**config.mk**
```make
export PLATFORM = sky130hd
export DESIGN_NAME = clock_ratio_meter
export DESIGN_NICKNAME = d
export VERILOG_FILES = /design/src/rtl/clock_ratio_meter.sv
export SDC_FILE = /design/constraint.sdc
export NUM_CORES = 1
export LEC_CHECK = 0
export CAP_MARGIN = 20
export CORE_MARGIN = 2
export CORE_UTILIZATION = 49
export CTS_CLUSTER_SIZE = 28
export DETAILED_ROUTE_END_ITERATION = 16
export GPL_TIMING_DRIVEN = 0
export PLACE_DENSITY_LB_ADDON = 0.05
export SETUP_SLACK_MARGIN = 0.02
export SYNTH_ARGS = -nofsm -noshare
export SYNTH_HDL_FRONTEND = slang
export SYNTH_SLANG_ARGS = --single-unit
```
**constraint.sdc**
```tcl
create_clock -name clk_in -period 2.58 [get_ports clk_in]
set_clock_uncertainty 0.2 [all_clocks]
set_input_delay 0.516 -clock clk_in [delete_from_list [all_inputs] [get_ports clk_in]]
set_output_delay 0.516 -clock clk_in [all_outputs]
set_load 0.02 [all_outputs]
```
**src/rtl/clock_ratio_meter.sv**
```systemverilog
// clock_ratio_meter
//
// Measures a slow clock against the fast clock that produced it. For every
// slow period it reports the period and the high time, both counted in
// clk_in cycles, and flags a stable ratio (locked) or a stalled input
// (timeout).
//
// Optional feature macro: CLK_RATIO_DUTY_EN
//   defined   : high-time path present, high_out reports the high time
//   undefined : high-time path removed, high_out tied to 0
//
// Ports
//   clk_in      in   fast reference clock, rising edge
//   rst         in   asynchronous active-low reset
//   slow_in     in   measured clock, asynchronous to clk_in
//   period_out  out  last measured period (clk_in cycles)
//   high_out    out  high time of that period (clk_in cycles)
//   valid       out  one-cycle pulse when period_out/high_out update
//   locked      out  LOCK_COUNT consecutive equal periods seen
//   timeout     out  level, no rising edge for TIMEOUT cycles
//
// state     | meaning
// ----------+-------------------------------------------------
// WAIT_EDGE | after reset, waiting for the first rising edge
// MEASURE   | counting between rising edges
// STALLED   | no rising edge for TIMEOUT cycles, timeout high

module clock_ratio_meter #(
    parameter int CNT_W       = 16,
    parameter int SYNC_STAGES = 2,
    parameter int LOCK_COUNT  = 4,
    parameter int TIMEOUT     = 1000
) (
    input  logic             clk_in,
    input  logic             rst,
    input  logic             slow_in,
    output logic [CNT_W-1:0] period_out,
    output logic [CNT_W-1:0] high_out,
    output logic             valid,
    output logic             locked,
    output logic             timeout
);

    typedef enum logic [1:0] {
        WAIT_EDGE = 2'd0,
        MEASURE   = 2'd1,
        STALLED   = 2'd2
    } state_t;

    localparam logic [3:0]       LOCK_C  = 4'(LOCK_COUNT);
    localparam logic [CNT_W-1:0] TMO_M1  = CNT_W'(TIMEOUT - 1);
    localparam logic [CNT_W-1:0] CNT_ONE = CNT_W'(1);

    state_t             state;
    state_t             next_state;
    logic [SYNC_STAGES-1:0] sync;
    logic               s;
    logic               s_d;
    logic               rise;
    logic [CNT_W-1:0]   cnt;
    logic [CNT_W-1:0]   period_new;
    logic [CNT_W-1:0]   prev_period;
    logic               have_prev;
    logic [3:0]         match_cnt;
    logic [3:0]         match_nxt;

    // Synchronizer plus registered edge strobes on the synchronized bit.
    always_ff @(posedge clk_in or negedge rst) begin
        if (!rst) begin
            sync <= '0;
            s_d  <= 1'b0;
            rise <= 1'b0;
        end else begin
            sync <= {sync[SYNC_STAGES-2:0], slow_in};
            s_d  <= s;
            rise <= s & ~s_d;
        end
    end

    assign s = sync[SYNC_STAGES-1];

    always_ff @(posedge clk_in or negedge rst) begin
        if (!rst) state <= WAIT_EDGE;
        else      state <= next_state;
    end

    always_comb begin
        next_state = state;
        case (state)
            WAIT_EDGE: if (rise) next_state = MEASURE;
            MEASURE:   if (!rise && cnt == TMO_M1) next_state = STALLED;
            STALLED:   if (rise) next_state = MEASURE;
            default:   next_state = WAIT_EDGE;
        endcase
    end

    always_comb begin
        timeout = (state == STALLED);
    end

    assign period_new = cnt + CNT_ONE;

    // Saturating match count; a valid with no predecessor starts from 0.
    always_comb begin
        match_nxt = 4'd0;
        if (have_prev && period_new == prev_period)
            match_nxt = (match_cnt == LOCK_C) ? match_cnt : match_cnt + 4'd1;
    end

    always_ff @(posedge clk_in or negedge rst) begin
        if (!rst) begin
            cnt         <= '0;
            period_out  <= '0;
            prev_period <= '0;
            have_prev   <= 1'b0;
            match_cnt   <= 4'd0;
            locked      <= 1'b0;
            valid       <= 1'b0;
        end else begin
            valid <= 1'b0;
            if (state == MEASURE) begin
                if (rise) begin
                    cnt         <= '0;
                    valid       <= 1'b1;
                    period_out  <= period_new;
                    prev_period <= period_new;
                    have_prev   <= 1'b1;
                    match_cnt   <= match_nxt;
                    locked      <= (match_nxt == LOCK_C);
                end else begin
                    cnt <= period_new;
                    if (next_state == STALLED) begin
                        have_prev <= 1'b0;
                        match_cnt <= 4'd0;
                        locked    <= 1'b0;
                    end
                end
            end else begin
                cnt       <= '0;
                have_prev <= 1'b0;
                match_cnt <= 4'd0;
                locked    <= 1'b0;
            end
        end
    end

`ifdef CLK_RATIO_DUTY_EN
    logic             fall;
    logic [CNT_W-1:0] hcnt;
    logic [CNT_W-1:0] shadow;

    always_ff @(posedge clk_in or negedge rst) begin
        if (!rst) fall <= 1'b0;
        else      fall <= ~s & s_d;
    end

    // s_d is the level aligned with the rise/fall strobes.
    always_ff @(posedge clk_in or negedge rst) begin
        if (!rst) begin
            hcnt     <= '0;
            shadow   <= '0;
            high_out <= '0;
        end else if (state == MEASURE) begin
            if (rise) begin
                hcnt     <= '0;
                high_out <= shadow;
            end else if (s_d) begin
                hcnt <= hcnt + CNT_ONE;
            end
            if (fall) shadow <= hcnt + CNT_ONE;
        end else begin
            hcnt   <= '0;
            shadow <= '0;
        end
    end
`else
    assign high_out = '0;
`endif

endmodule
```
======== Word level (Yosys, flattened, before mapping) ========
Cells that the tools add are included.
word-level totals
  output and inout bits ................... 35
  register bits after elaboration ......... 45
  input bits .............................. 3
  logic and storage cells ................. 45
operators by class
  multiplexer cells ....................... 17
  reduce and logical (&&, ||, !) cells .... 6
  add/sub/neg operators ................... 2
  bitwise logic cells ..................... 2
  equality and inequality tests ........... 8
operators with widths
  cell                   count
  $mux 16                2
  $mux 4                 5
  $add 16x1->16 const B  1
  $eq 16x10->1 const B   1
  $eq 16x16->1           1
  $eq 4x3->1 const B     2
  $mux 1                 7
  $add 4x1->4 const B    1
  $eq 2x2->1 const B     2
  $mux 2                 2
  $pmux 2 s2             1
  $ne 3x2->1 const B     1
  $eq 2x1->1 const B     1
  $logic_and 1x1->1      2
  $logic_not 2->1        1
  $reduce_and 2->1       1
  $reduce_or 2->1        1
  $and 1x1->1            1
  $logic_not 1->1        1
  $not 1->1              1

======== Depth between registers and ports, before layout ========
  depth after elaboration ................. 8
  gate-level depth with buffers ........... 9
  depth with buffers taken out ............ 9

======== Least setup slack after synthesis ========
Ideal clock, no wire load.
  path kind ............................... register -> register
  from .................................... register cnt[0]
  to ...................................... register match_cnt[0]
  data arrival time ....................... 2.174 ns
  clock period less this slack ............ 2.456 ns
  cell stages (with the launch flop) ...... 9
  path buffers ............................ 0
  path slack .............................. 0.124 ns
  cells stage by stage .................... dfrtp_1 > ha_1 > and4_2 > nand3_2 > a32oi_1 > o2111ai_2 > nor4b_4 > nand4_1 > a31oi_1
on the way
  longest elaborated chain between the ends .. 6
  elaborated cells between the ends (all ways) .. 12
  those cells by class .................... add/sub: 1; eq/ne: 4; mux: 5; reduce/logical: 2
RTL lines
  element                                                   RTL line  RTL
  start: declaration                                        60        logic [CNT_W-1:0] cnt;
  start signal: assignment                                  131       cnt <= period_new;
  $add 16x1->16 / $eq 16x10->1 (equally long branches)      101, 91
  $eq 16x16->1 / $logic_and 1x1->1 (equally long branches)  106, 91
  $logic_and 1x1->1 / $mux 2 (equally long branches)        106, 91
  $mux 4 / $pmux 2 s2 (equally long branches)               106, 89
  $mux 4 / $eq 2x2->1 (equally long branches)               122, 132
  $mux 4 / $ne 3x2->1 (equally long branches)               n/a
  end signal: assignment                                    128       match_cnt <= match_nxt;
  end: declaration                                          64        logic [3:0] match_cnt;
Several ways; a longest one is shown, not always the timed one.
A chain may end at the register's enable or synchronous reset.

======== Worst setup path after layout ========
  from .................................... register cnt[1]
  to ...................................... register match_cnt[0]
Same word-level chain as after synthesis.

==> metrics.txt <==
# TYPE chip_impl_metric gauge
chip_impl_info{name="worstReg2RegStart",value="cnt[1]"} 1
chip_impl_metric{name="slew_headroom",unit="%"} 62.4
chip_impl_info{name="cts_root_buf",value="sky130_fd_sc_hd__clkbuf_8"} 1
chip_impl_metric{name="clock_path_buffers",unit=""} 2
chip_impl_metric{name="tightestPinTransition",unit="ns"} 0.563
chip_impl_info{name="layout.cells.most_common",value="sky130_fd_sc_hd__dfrtp_1"} 1
chip_impl_metric{name="fin_worst_hold_slack",unit="ns"} 0.156
chip_impl_metric{name="port-buffer-count",unit=""} 21
chip_impl_metric{name="synthesis.area",unit="mm²"} 0.00251
chip_impl_metric{name="cp_slowest_stage_delay",unit="ns"} 0.41
chip_impl_metric{name="coreArea",unit="mm²"} 0.00501
chip_impl_info{name="rsz0062_at_grt",value="yes"} 1
chip_impl_metric{name="detail_route.drc_violations",unit=""} 0
chip_impl_metric{name="cts-htree-levels",unit=""} 2
chip_impl_metric{name="wirelength",unit="mm"} 5.32
chip_impl_metric{name="synth_edf_count",unit=""} 0
chip_impl_metric{name="worst_skew_pair.late_latency",unit="ns"} 0.30
chip_impl_metric{name="clkTransAtPathRegs",unit="ns"} 0.08
chip_impl_metric{name="overall_die_width",unit="µm"} 75.6
chip_impl_metric{name="layout.cell_area.non_filler",unit="mm²"} 0.00317
chip_impl_metric{name="largest_net_degree_at_the_start_of_global_routing",unit=""} 28
chip_impl_metric{name="critical_path_buf_inv_count",unit=""} 1
chip_impl_metric{name="timing.critical_path.fanout_max",unit=""} 6
chip_impl_metric{name="detailedRoute.firstPassIterationCount",unit=""} 4
chip_impl_metric{name="via_count_of_the_first_global_routing_pass",unit=""} 1839
chip_impl_info{name="mostFrequentLayoutCells",value="sky130_fd_sc_hd__dfrtp_1, sky130_fd_sc_hd__nand2_1, sky130_fd_sc_hd__buf_4"} 1
chip_impl_info{name="hold_path.startpoint",value="sync[0]"} 1
chip_impl_metric{name="fillCellCount",unit=""} 457
chip_impl_metric{name="hpwl",unit="mm"} 3.75
chip_impl_metric{name="area_share_of_the_largest_cell_type_after_synthesis",unit="%"} 44.8
chip_impl_info{name="cell_by_cell_trace_of_the_critical_path",value="ha_4 -> and4_4 -> a311oi_1 -> a311oi_2 -> o2111ai_2 -> nor4b_4 -> buf_4 -> nand4_1 -> a31oi_1"} 1
chip_impl_info{name="hold_path.class",value="reg -> reg"} 1
chip_impl_info{name="crit_path_end_kind",value="register"} 1
chip_impl_metric{name="antenna_violations_before_repair",unit=""} 0
chip_impl_metric{name="dpl.cell_count",unit=""} 367
chip_impl_info{name="crit_path_start_kind",value="register"} 1
chip_impl_metric{name="vdd.ir_drop.worst",unit="mV"} 0.586
chip_impl_metric{name="fp.dieArea",unit="mm²"} 0.00571
chip_impl_metric{name="fp-row-count",unit=""} 26
chip_impl_metric{name="max-cap-violations",unit=""} 0
chip_impl_metric{name="track_usage",unit="%"} 20.8
chip_impl_metric{name="grt_pass1_wl",unit="mm"} 8.79
chip_impl_metric{name="synthesis.yosys.warnings",unit=""} 0
chip_impl_info{name="synth-main-ff-cell",value="sky130_fd_sc_hd__dfrtp_1"} 1
chip_impl_metric{name="post_drt_wl_per_cell",unit="µm"} 13.9
chip_impl_metric{name="static-leakage-power",unit="nW"} 1.35
chip_impl_info{name="cp_slowest_cell",value="sky130_fd_sc_hd__dfrtp_1"} 1
chip_impl_info{name="netlist_top_cells_area",value="sky130_fd_sc_hd__dfrtp_1, sky130_fd_sc_hd__xnor2_1, sky130_fd_sc_hd__buf_4"} 1
chip_impl_metric{name="layout-drive-gt1-share",unit="%"} 21.2
chip_impl_metric{name="arrival_time_reported_for_the_critical_path_endpoint",unit="ns"} 2.49
chip_impl_info{name="timing_worst_setup_path_type",value="reg -> reg"} 1
chip_impl_metric{name="initial_utilization",unit="%"} 50.1
chip_impl_metric{name="syn_to_layout_area_delta",unit="%"} 26.3
chip_impl_metric{name="final_cells",unit=""} 382
chip_impl_metric{name="postSynthAreaPerCell",unit="µm²"} 9.66
chip_impl_metric{name="cts_buffers",unit=""} 5
chip_impl_info{name="cts_tree",value="done"} 1
chip_impl_metric{name="nets",unit=""} 317
chip_impl_metric{name="ant_nets",unit=""} 0
chip_impl_metric{name="global_route.overflow_total",unit=""} 0
chip_impl_metric{name="syn_inst",unit=""} 260
chip_impl_info{name="cpLargestDelayFamily",value="compound AO/OA/AOI/OAI gates"} 1
chip_impl_metric{name="cp_data_required_time",unit="ns"} 2.59
chip_impl_metric{name="setup_viol",unit=""} 0
chip_impl_metric{name="post_dp_cell_area",unit="mm²"} 0.00288
chip_impl_metric{name="drt_iter0_drc",unit=""} 87
chip_impl_metric{name="boundaryPins",unit=""} 38
chip_impl_metric{name="period_minus_slack",unit="ns"} 2.48
chip_impl_metric{name="vias",unit=""} 1977
chip_impl_metric{name="hold_viol",unit=""} 0
chip_impl_info{name="timing.critical_path.from",value="cnt[1]"} 1
chip_impl_metric{name="cts.sink_count",unit=""} 45
chip_impl_metric{name="globalplace.congestion",unit=""} 0.839
chip_impl_info{name="outcome",value="finished clean"} 1
chip_impl_metric{name="dieHeight",unit="µm"} 75.6
chip_impl_metric{name="timing.final.crit_share",unit="%"} 96.2
chip_impl_info{name="synth_top_area_cell",value="sky130_fd_sc_hd__dfrtp_1"} 1
chip_impl_metric{name="power_total",unit="mW"} 1.98
chip_impl_metric{name="inserted_diodes",unit=""} 0
chip_impl_metric{name="avgViaCountPerCell",unit=""} 5.18
chip_impl_metric{name="finalMaxSlewViolations",unit=""} 0
chip_impl_metric{name="post_synthesis_async_set_or_reset_flop_share",unit="%"} 100
chip_impl_metric{name="max_freq",unit="MHz"} 403
chip_impl_metric{name="synth-seq-cells",unit=""} 45
chip_impl_metric{name="power_density",unit="mW/mm²"} 625
chip_impl_metric{name="seq_area_frac_synth",unit="%"} 44.8
chip_impl_metric{name="ys_types",unit=""} 50
[worst reg2reg max path, cell delays in order, from the launching register on]
cell                        delay, ns
sky130_fd_sc_hd__dfrtp_1         0.41
sky130_fd_sc_hd__ha_4            0.19
sky130_fd_sc_hd__and4_4          0.26
sky130_fd_sc_hd__a311oi_1        0.11
sky130_fd_sc_hd__a311oi_2        0.30
sky130_fd_sc_hd__o2111ai_2       0.18
sky130_fd_sc_hd__nor4b_4         0.27
sky130_fd_sc_hd__buf_4           0.18
sky130_fd_sc_hd__nand4_1         0.10
sky130_fd_sc_hd__a31oi_1         0.19
[area by class of cell]
type	count	area (µm²)	share of cell area [%]
multi-input combinational	192	1330	42.0
sequential	45	1130	35.6
timing repair buffer	31	295	9.31
buffer	26	179	5.64
tap	70	87.6	2.76
clock buffer	6	72.6	2.29
clock inverter	2	38.8	1.22
inverter	10	37.5	1.18
[final timing paths]
path / slack, ns / cells past startpoint / end
worst max-delay path: 0.1 / 9 / match_cnt[0]
worst min-delay path: 0.16 / 0 / sync[1]
worst max register to register: 0.1 / 9 / match_cnt[0]
worst min register to register: 0.16 / 0 / sync[1]
max in group asynchronous: 1.16 / 3 / cnt[0]
min in group asynchronous: 0.51 / 2 / prev_period[3]
[flip-flops by register name, indices dropped and copies added, names as in the netlist]
name and flops:
have_prev 1, prev_period 16, locked 1, valid 1
s_d 1, cnt 16, rise 1, match_cnt 4
sync 2, state 2
[cell families after synthesis]
group,synth area share [%]
AOI/OAI and AO/OA,11.3
xor gates and xnor gates,10.8
adders and majority gates,1.49
buffers and inverters,8.92
DFF,44.8
muxes,0.399
other,0.149
and+or+nand+nor,22.1
[report_power, final]
group          total (mW)  switching, mW  internal [mW]
Sequential          0.841         0.0631          0.778
Clock               0.536          0.245          0.291
Combinational       0.604          0.354          0.250
Total                1.98          0.662           1.32
[synthesized netlist by cell type (2+ instances only)]
library cell / instances
sky130_fd_sc_hd__nor2b_1: 3
sky130_fd_sc_hd__xnor3_1: 2
sky130_fd_sc_hd__a21oi_1: 6
sky130_fd_sc_hd__or3_1: 2
sky130_fd_sc_hd__dfrtp_1: 45
sky130_fd_sc_hd__inv_1: 10
sky130_fd_sc_hd__xnor2_1: 18
sky130_fd_sc_hd__nand3_1: 8
sky130_fd_sc_hd__a31oi_1: 5
sky130_fd_sc_hd__buf_4: 17
sky130_fd_sc_hd__ha_1: 3
sky130_fd_sc_hd__xor2_1: 6
sky130_fd_sc_hd__clkbuf_1: 7
sky130_fd_sc_hd__nand2b_1: 2
sky130_fd_sc_hd__o21ai_0: 21
sky130_fd_sc_hd__nand4_1: 6
sky130_fd_sc_hd__and3_1: 2
sky130_fd_sc_hd__nand2_1: 32
sky130_fd_sc_hd__nand3_2: 2
sky130_fd_sc_hd__nor4_1: 7
sky130_fd_sc_hd__nor3_1: 3
sky130_fd_sc_hd__buf_6: 2
sky130_fd_sc_hd__o21ai_1: 2
sky130_fd_sc_hd__nor2_1: 23
[layer usage]
metal  share of wire (%)  GRT usage (%)
met5                   0              0
met3                 4.2           3.97
met4                 1.2           6.04
met2                  48           32.8
met1                  47           29.4
[per-stage QoR]
step | TNS [ns] | util [%] | worst slack [ns]
after floorplan | 0 | - | 0.124
after global placement | -20.71 | 57.2 | -0.447
after detailed placement | -0.947 | 57.5 | -0.276
after CTS | 0 | 61.7 | 0.0350
after global routing | -0.0237 | 63.3 | -0.0237
final | 0 | 63.3 | 0.0992
[timing repair]
action	4_1_cts	5_1_grt
setup buffers	7	1
pin swaps	7	11
setup endpoints to repair	5	5
hold endpoints to repair	18	0
hold buffers	1	0
resized for setup	10	13
(Power assumes the default switching activity.)
